## config.mk

```make
export PLATFORM = sky130hd
export DESIGN_NAME = emaxi_read_master
export DESIGN_NICKNAME = d
export VERILOG_FILES = /design/src/rtl/emaxi_read_master.sv
export SDC_FILE = /design/constraint.sdc
export NUM_CORES = 1
export LEC_CHECK = 0
export BUFFER_PORTS_ARGS = -buffer_cell sky130_fd_sc_hd__buf_4
export CORE_MARGIN = 5
export CORE_UTILIZATION = 47
export DETAILED_ROUTE_END_ITERATION = 10
export GPL_TIMING_DRIVEN = 0
export PLACE_DENSITY = 0.77
export REMOVE_ABC_BUFFERS = 1
export SYNTH_ARGS = -nofsm -noshare
export SYNTH_HDL_FRONTEND = slang
export SYNTH_SLANG_ARGS = --single-unit
```

## constraint.sdc

```tcl
create_clock -name clk -period 2.01 [get_ports clk]
set_clock_uncertainty 0.1 [all_clocks]
set_input_delay 0.1005 -clock clk [delete_from_list [all_inputs] [get_ports clk]]
set_output_delay 0.1005 -clock clk [all_outputs]
set_load 0.01 [all_outputs]
```

## src/rtl/emaxi_read_master.sv

```systemverilog
// AXI4 read-initiator bridge: one outstanding read, narrow-lane extraction, 2-entry response buffer.
// Optional macro EMAXI_RID_CHECK_EN adds R-ID checking and the sticky err_rid output.
`timescale 1ns/1ps
module emaxi_read_master #(
  parameter int IDW = 12,
  parameter int AW  = 32,
  parameter int DW  = 32
) (
  input  logic           clk,
  input  logic           m_axi_aresetn,
  input  logic           req_valid,
  output logic           req_ready,
  input  logic [AW-1:0]  req_addr,
  input  logic [IDW-1:0] req_id,
  input  logic [7:0]     req_len,
  input  logic [2:0]     req_size,
  input  logic [1:0]     req_burst,
  output logic           m_axi_arvalid,
  input  logic           m_axi_arready,
  output logic [AW-1:0]  m_axi_araddr,
  output logic [IDW-1:0] m_axi_arid,
  output logic [7:0]     m_axi_arlen,
  output logic [2:0]     m_axi_arsize,
  output logic [1:0]     m_axi_arburst,
  output logic [3:0]     m_axi_arcache,
  output logic [2:0]     m_axi_arprot,
  output logic           m_axi_arlock,
  output logic [3:0]     m_axi_arqos,
  input  logic           m_axi_rvalid,
  output logic           m_axi_rready,
  input  logic [DW-1:0]  m_axi_rdata,
  input  logic [IDW-1:0] m_axi_rid,
  input  logic [1:0]     m_axi_rresp,
  input  logic           m_axi_rlast,
  output logic           rsp_valid,
  input  logic           rsp_ready,
  output logic [DW-1:0]  rsp_data,
  output logic [1:0]     rsp_resp,
  output logic           rsp_last,
  output logic [IDW-1:0] rsp_id,
  output logic           err_len
`ifdef EMAXI_RID_CHECK_EN
  ,
  output logic           err_rid
`endif
);

  typedef enum logic [1:0] {S_IDLE, S_ADDR, S_DATA} state_t;

  state_t         state, state_nxt;
  logic [AW-1:0]  trk_addr;
  logic [2:0]     trk_size;
  logic [1:0]     trk_burst;
  logic [7:0]     beat_cnt;

  logic [1:0]     fifo_cnt;
  logic           wr_ptr, rd_ptr;
  logic [DW-1:0]  buf_data [2];
  logic [1:0]     buf_resp [2];
  logic           buf_last [2];
  logic [IDW-1:0] buf_id   [2];

  logic           accept, ar_hs, r_hs, beat_end, len_bad, push, pop;
  logic [DW-1:0]  beat_data;
  logic [1:0]     beat_resp;
  logic           beat_last;

  function automatic logic [DW-1:0] lane_extract(input logic [DW-1:0] d,
                                                 input logic [1:0]    lane,
                                                 input logic [2:0]    size);
    logic [DW-1:0] r;
    r = d;
    case (size)
      3'd0:    r = {{(DW-8){1'b0}}, d[{lane, 3'b000} +: 8]};
      3'd1:    r = {{(DW-16){1'b0}}, d[{lane[1], 4'b0000} +: 16]};
      default: r = d;
    endcase
    return r;
  endfunction

  // Align down to the transfer size, then step one beat; wraps at AW bits.
  function automatic logic [AW-1:0] next_addr(input logic [AW-1:0] a,
                                              input logic [2:0]    size);
    logic [AW-1:0] step;
    step = AW'(1) << size;
    return (a & ~(step - AW'(1))) + step;
  endfunction

  assign m_axi_arcache = 4'b0011;
  assign m_axi_arprot  = 3'b000;
  assign m_axi_arlock  = 1'b0;
  assign m_axi_arqos   = 4'b0000;

  assign accept       = req_valid && (state == S_IDLE);
  assign ar_hs        = m_axi_arvalid && m_axi_arready;
  assign m_axi_rready = (state == S_DATA) && (fifo_cnt != 2'd2);
  assign r_hs         = m_axi_rvalid && m_axi_rready;
  assign beat_end     = (beat_cnt == 8'd0) || m_axi_rlast;
  assign len_bad      = (m_axi_rlast && (beat_cnt != 8'd0)) ||
                        (!m_axi_rlast && (beat_cnt == 8'd0));
  assign beat_last    = beat_end;
  assign beat_data    = lane_extract(m_axi_rdata, trk_addr[1:0], trk_size);

`ifdef EMAXI_RID_CHECK_EN
  logic rid_bad;
  assign rid_bad   = (m_axi_rid != m_axi_arid);
  assign beat_resp = rid_bad ? 2'b10 : m_axi_rresp;
`else
  assign beat_resp = m_axi_rresp;
`endif

  always_ff @(posedge clk or negedge m_axi_aresetn) begin
    if (!m_axi_aresetn) state <= S_IDLE;
    else                state <= state_nxt;
  end

  always_comb begin
    state_nxt = state;
    req_ready = 1'b0;
    case (state)
      S_IDLE: begin
        req_ready = 1'b1;
        if (req_valid) state_nxt = S_ADDR;
      end
      S_ADDR:  if (m_axi_arready) state_nxt = S_DATA;
      S_DATA:  if (r_hs && beat_end) state_nxt = S_IDLE;
      default: state_nxt = S_IDLE;
    endcase
  end

  // Command capture, AR channel and per-beat address tracking
  always_ff @(posedge clk or negedge m_axi_aresetn) begin
    if (!m_axi_aresetn) begin
      m_axi_arvalid <= 1'b0;
      m_axi_araddr  <= '0;
      m_axi_arid    <= '0;
      m_axi_arlen   <= '0;
      m_axi_arsize  <= '0;
      m_axi_arburst <= '0;
      trk_addr      <= '0;
      trk_size      <= '0;
      trk_burst     <= '0;
      beat_cnt      <= '0;
      err_len       <= 1'b0;
    end else begin
      if (accept) begin
        m_axi_arvalid <= 1'b1;
        m_axi_araddr  <= req_addr;
        m_axi_arid    <= req_id;
        m_axi_arlen   <= req_len;
        m_axi_arsize  <= req_size;
        m_axi_arburst <= req_burst;
        trk_addr      <= req_addr;
        trk_size      <= req_size;
        trk_burst     <= req_burst;
        beat_cnt      <= req_len;
      end else if (ar_hs) begin
        m_axi_arvalid <= 1'b0;
      end
      if (r_hs && !beat_end) begin
        beat_cnt <= beat_cnt - 8'd1;
        if (trk_burst == 2'b01) trk_addr <= next_addr(trk_addr, trk_size);
      end
      if (r_hs && len_bad) err_len <= 1'b1;
    end
  end

`ifdef EMAXI_RID_CHECK_EN
  always_ff @(posedge clk or negedge m_axi_aresetn) begin
    if (!m_axi_aresetn)       err_rid <= 1'b0;
    else if (r_hs && rid_bad) err_rid <= 1'b1;
  end
`endif

  // Response buffer: rready depends only on registered occupancy
  assign push = r_hs;
  assign pop  = rsp_valid && rsp_ready;

  always_ff @(posedge clk or negedge m_axi_aresetn) begin
    if (!m_axi_aresetn) begin
      fifo_cnt    <= 2'd0;
      wr_ptr      <= 1'b0;
      rd_ptr      <= 1'b0;
      buf_data[0] <= '0;
      buf_data[1] <= '0;
      buf_resp[0] <= '0;
      buf_resp[1] <= '0;
      buf_last[0] <= 1'b0;
      buf_last[1] <= 1'b0;
      buf_id[0]   <= '0;
      buf_id[1]   <= '0;
    end else begin
      if (push) begin
        buf_data[wr_ptr] <= beat_data;
        buf_resp[wr_ptr] <= beat_resp;
        buf_last[wr_ptr] <= beat_last;
        buf_id[wr_ptr]   <= m_axi_rid;
        wr_ptr           <= ~wr_ptr;
      end
      if (pop) rd_ptr <= ~rd_ptr;
      case ({push, pop})
        2'b10:   fifo_cnt <= fifo_cnt + 2'd1;
        2'b01:   fifo_cnt <= fifo_cnt - 2'd1;
        default: fifo_cnt <= fifo_cnt;
      endcase
    end
  end

  assign rsp_valid = (fifo_cnt != 2'd0);
  assign rsp_data  = buf_data[rd_ptr];
  assign rsp_resp  = buf_resp[rd_ptr];
  assign rsp_last  = buf_last[rd_ptr];
  assign rsp_id    = buf_id[rd_ptr];

endmodule

```

==> impl_summary.log <==
INFO  metric power-per-cell-area = 1511 nW/µm²
INFO  metric worst_path_max_delay_cell = dfrtp_2
INFO  metric core.rowCount = 46
INFO  metric outcome = complete, but fails checks
INFO  metric die_w = 138.1 µm
INFO  metric clock_insertion_delay_worst_skew = about 0.42 ns
INFO  metric leakagePower = ~5.7 nW
INFO  metric critPathArrivalTime = approximately 2.2 ns
INFO  metric slowest_cell_delay_on_critical_path = between 0.4 and 0.5 ns
INFO  metric final_core_util = 0.7202
INFO  metric die_area = ~19000 µm²
INFO  metric route.vias.total = ~6700
INFO  metric layoutNonFillerInstCount = roughly 1300
INFO  metric hpwlAfterDp = 13.41 mm
INFO  metric min_period = 2.028 ns
INFO  metric drt_first_pass_iters = 5
INFO  metric period_share = 1.009
INFO  metric yosys_most_used_dff = dfrtp_1
INFO  metric unrepaired_setup_endpoints_after_global_routing = yes
INFO  metric max-cap-violations = 0
INFO  metric ff_to_ff_setup_slack = -0.02 ns
INFO  metric fin_ws = -0.01816 ns
INFO  metric numCtsBuffers = 17
INFO  metric route.final.wire_length = ~23 mm
INFO  metric final_antenna_net_count = 0
INFO  metric detailedRoute.firstIterationViolations = 318
INFO  metric cp_num_buf_inv = 1
INFO  metric startpoint_type = flop
INFO  metric floorplan.initialDensity = 0.4821
INFO  metric r2r_end = beat_cnt[4]
INFO  metric layout.cell_area.non_filler = between 10000 and 15000 µm²
INFO  metric clock_tree.buffer_depth = 2
INFO  metric setup_viol = 1
INFO  metric yosys_warnings = 0
INFO  metric final_max_slew_viol_count = 0
INFO  metric place.gp.congestion = 0.7498
INFO  metric worst-endpoint-required = 2.21 ns
INFO  metric synth_edf_count = 0
INFO  metric critical_path_cell_by_cell = nor4_4, nand3_4, ha_4, nand2_4, nor3_4, buf_6, and3_4, a221o_1
INFO  metric pin_count_of_the_biggest_net_entering_global_routing = 100
INFO  metric total_power = approximately 17 mW
INFO  metric design.portCount = 231
INFO  metric worst_hold_path.num_cells = 3
INFO  metric synthesis.area_per_instance = ~10 µm²
INFO  metric critPathTopFamily = simple AND/OR/NAND/NOR gates
INFO  metric htree_levels = 4
INFO  metric ys_seq_area_frac = 0.5483
INFO  metric worst_ir_drop_vdd = between 0.0007 and 0.0008 V
INFO  metric cp.depth = 8
INFO  metric r2r.worst_path.cells = 8
INFO  metric nNetsFinal = 1194
INFO  metric worst_slew_margin_relative_to_its_limit = 0.4354
INFO  metric holdWs = ~0.047 ns
INFO  metric synthDominantCellAreaShare = 0.5483
INFO  metric grt_pass1_vias = between 6000 and 7000
INFO  metric clock-root-buffer = clkbuf_16
INFO  metric tritoncts = yes
INFO  metric gr-total-overflow = 0
INFO  metric die_height = 138.1 µm
INFO  metric post_synth_most_frequent_cells = nand2_1, dfrtp_1, mux2_2, o21ai_0, buf_2
INFO  metric worst_slew_pin_slew = approximately 0.85 ns
INFO  metric postPlaceCellArea = around 9500 µm²
INFO  metric area_growth_syn_to_layout = 49.39%
INFO  metric grt_use_total = 0.2341
INFO  metric top_post_synthesis_cells_by_area = dfrtp_1, mux2_2, nand2_1, o21ai_0, o31ai_1
INFO  metric dpl.cell_count = 1153
INFO  metric syn_inst = 756
INFO  metric avgViaCountPerCell = between 5 and 6
INFO  metric routed_wire_length_per_instance = 17.41 µm
INFO  metric synth-async-reset-ratio = 1.000
INFO  metric min_from = m_axi_rdata[13]
INFO  metric post_route_cells_drive_above_1_share = 0.3700
INFO  metric path_max_fanout = 5
INFO  metric synth.most_common_cell = nand2_1
INFO  metric core-area = about 16000 µm²
INFO  metric tns = -0.01816 ns
INFO  metric mappedNetlistArea = 7714 µm²
INFO  metric end_kind = flop
INFO  metric drc = 0
INFO  metric holdCritPathClass = input pin to flop
INFO  metric timing.hold.worst_endpoint = buf_data[45]
INFO  metric clkSinkCount = roughly 170
INFO  metric r2r_start = beat_cnt[3]
INFO  metric yosys_register_bits = approximately 170
INFO  metric failed_checks = negative setup slack
INFO  metric clk_pin_slew_worst_paths = roughly 0.060 ns
INFO  metric io_port_bufs = roughly 220
INFO  metric detailedPlace.worstSlack = -0.5132 ns
INFO  metric filler_cells = roughly 1100
INFO  metric grt_first_pass_wirelength = about 36 mm
INFO  metric synth_top_cell_by_area = dfrtp_1
INFO  metric antenna-diode-count = 0
INFO  metric finalHoldViolCount = 0
INFO  metric ys_types = 52
INFO  metric critical_path_class = flop to flop
INFO  metric grt_antenna_before_repair = 0
INFO  metric timing.fmax = between 0.4 and 0.5 GHz
==> layout by cell type, fill, tap and decap left out, types with 11 or more instances in the layout <==
cell type | Yosys | routed
buf_4 | 15 | 230
or3_1 | 11 | 11
dfrtp_1 | 169 | 162
mux2_2 | 91 | 90
o21ai_0 | 45 | 45
nand2_1 | 253 | 250
a21oi_1 | 12 | 12
o31ai_1 | 16 | 16
nor2_1 | 16 | 16
conb_1 | 2 | 12
clkbuf_16 | 0 | 17
dlygate4sd3_1 | 0 | 106
==> cell families (layout without fill, tap and decap cells) <==
| family | Yosys count | in the layout | synth area share |
|---|---|---|---|
| multiplexers | 95 | 95 | 0.1382 |
| AO/OA/AOI/OAI | 97 | 97 | 0.07964 |
| XOR/XNOR | 4 | 4 | 0.004543 |
| flip-flops | 169 | 169 | 0.5483 |
| AND/OR/NAND/NOR | 324 | 326 | 0.1812 |
| buffers and inverters | 61 | 385 | 0.04071 |
| other | 2 | 12 | 0.0009736 |
| adder cells (fa/ha/maj) | 4 | 4 | 0.006488 |
==> worst register-to-register path: stages, from the launching register on <==
cell and delay, ns:
dfrtp_2 0.45, nor4_4 0.34, nand3_4 0.13, ha_4 0.20, nand2_4 0.08, nor3_4 0.06
buf_6 0.13, and3_4 0.15, a221o_1 0.27
==> report_power, final <==
| part | internal [mW] | leakage [nW] | total (mW) | switching, mW |
|---|---|---|---|---|
| sequential | 4.98 | 2.10 | 6.09 | 1.12 |
| combinational | 4.00 | 3.24 | 7.81 | 3.81 |
| clock | 2.18 | 0.309 | 3.51 | 1.33 |
==> layout make-up <==
cell class                 count  area (µm²)  share of cell area
multi-input combinational    538        3376              0.2929
clock buffer                  21       470.5             0.04083
clock inverter                10       167.7             0.01455
tap                          216       270.3             0.02345
inverter                       5       18.77            0.001629
sequential                   169        4238              0.3678
timing repair buffer         349        2983              0.2588
==> sequential cells by signal, indices dropped and copies added (netlist names), 2 cells and up <==
| signal | cells |
|---|---|
| m_axi_arlen | 8 |
| trk_size | 3 |
| state | 2 |
| beat_cnt | 8 |
| buf_data | 64 |
| m_axi_arid | 12 |
| m_axi_araddr | 32 |
| buf_resp | 4 |
| trk_addr | 2 |
| buf_last | 2 |
| buf_id | 24 |
| fifo_cnt | 2 |
| trk_burst | 2 |
==> timing repair <==
item                                   in CTS  in global routing
hold buffers                              106                  0
endpoints found under the hold margin     257                  0
pin swaps                                  10                  2
cloned                                      2                  0
resized for setup                          28                  9
setup buffers                              10                  6
setup endpoints to repair                 149                 80
==> routing by layer <==
metal | global-route usage | routed length (µm)
met1 | 0.2951 | 9452
met4 | 0.05876 | 250
met5 | 0 | 0
met2 | 0.4011 | 11470
met3 | 0.06483 | 1592
==> how the worst max path moves through the flow <==
stage	startpoint	end	slack, ns
6_report	beat_cnt[3]	beat_cnt[4]	-0.02
5_1_grt	beat_cnt[5]	beat_cnt[4]	-0.08
4_1_cts	beat_cnt[5]	beat_cnt[4]	0.004
3_5_place_dp	state[0]	buf_id[2]	-0.51
3_3_place_gp	state[1]	trk_addr[0]	-5.07
2_1_floorplan	state[1]	beat_cnt[5]	-2.72
Power figures use the tool's default switching activity.
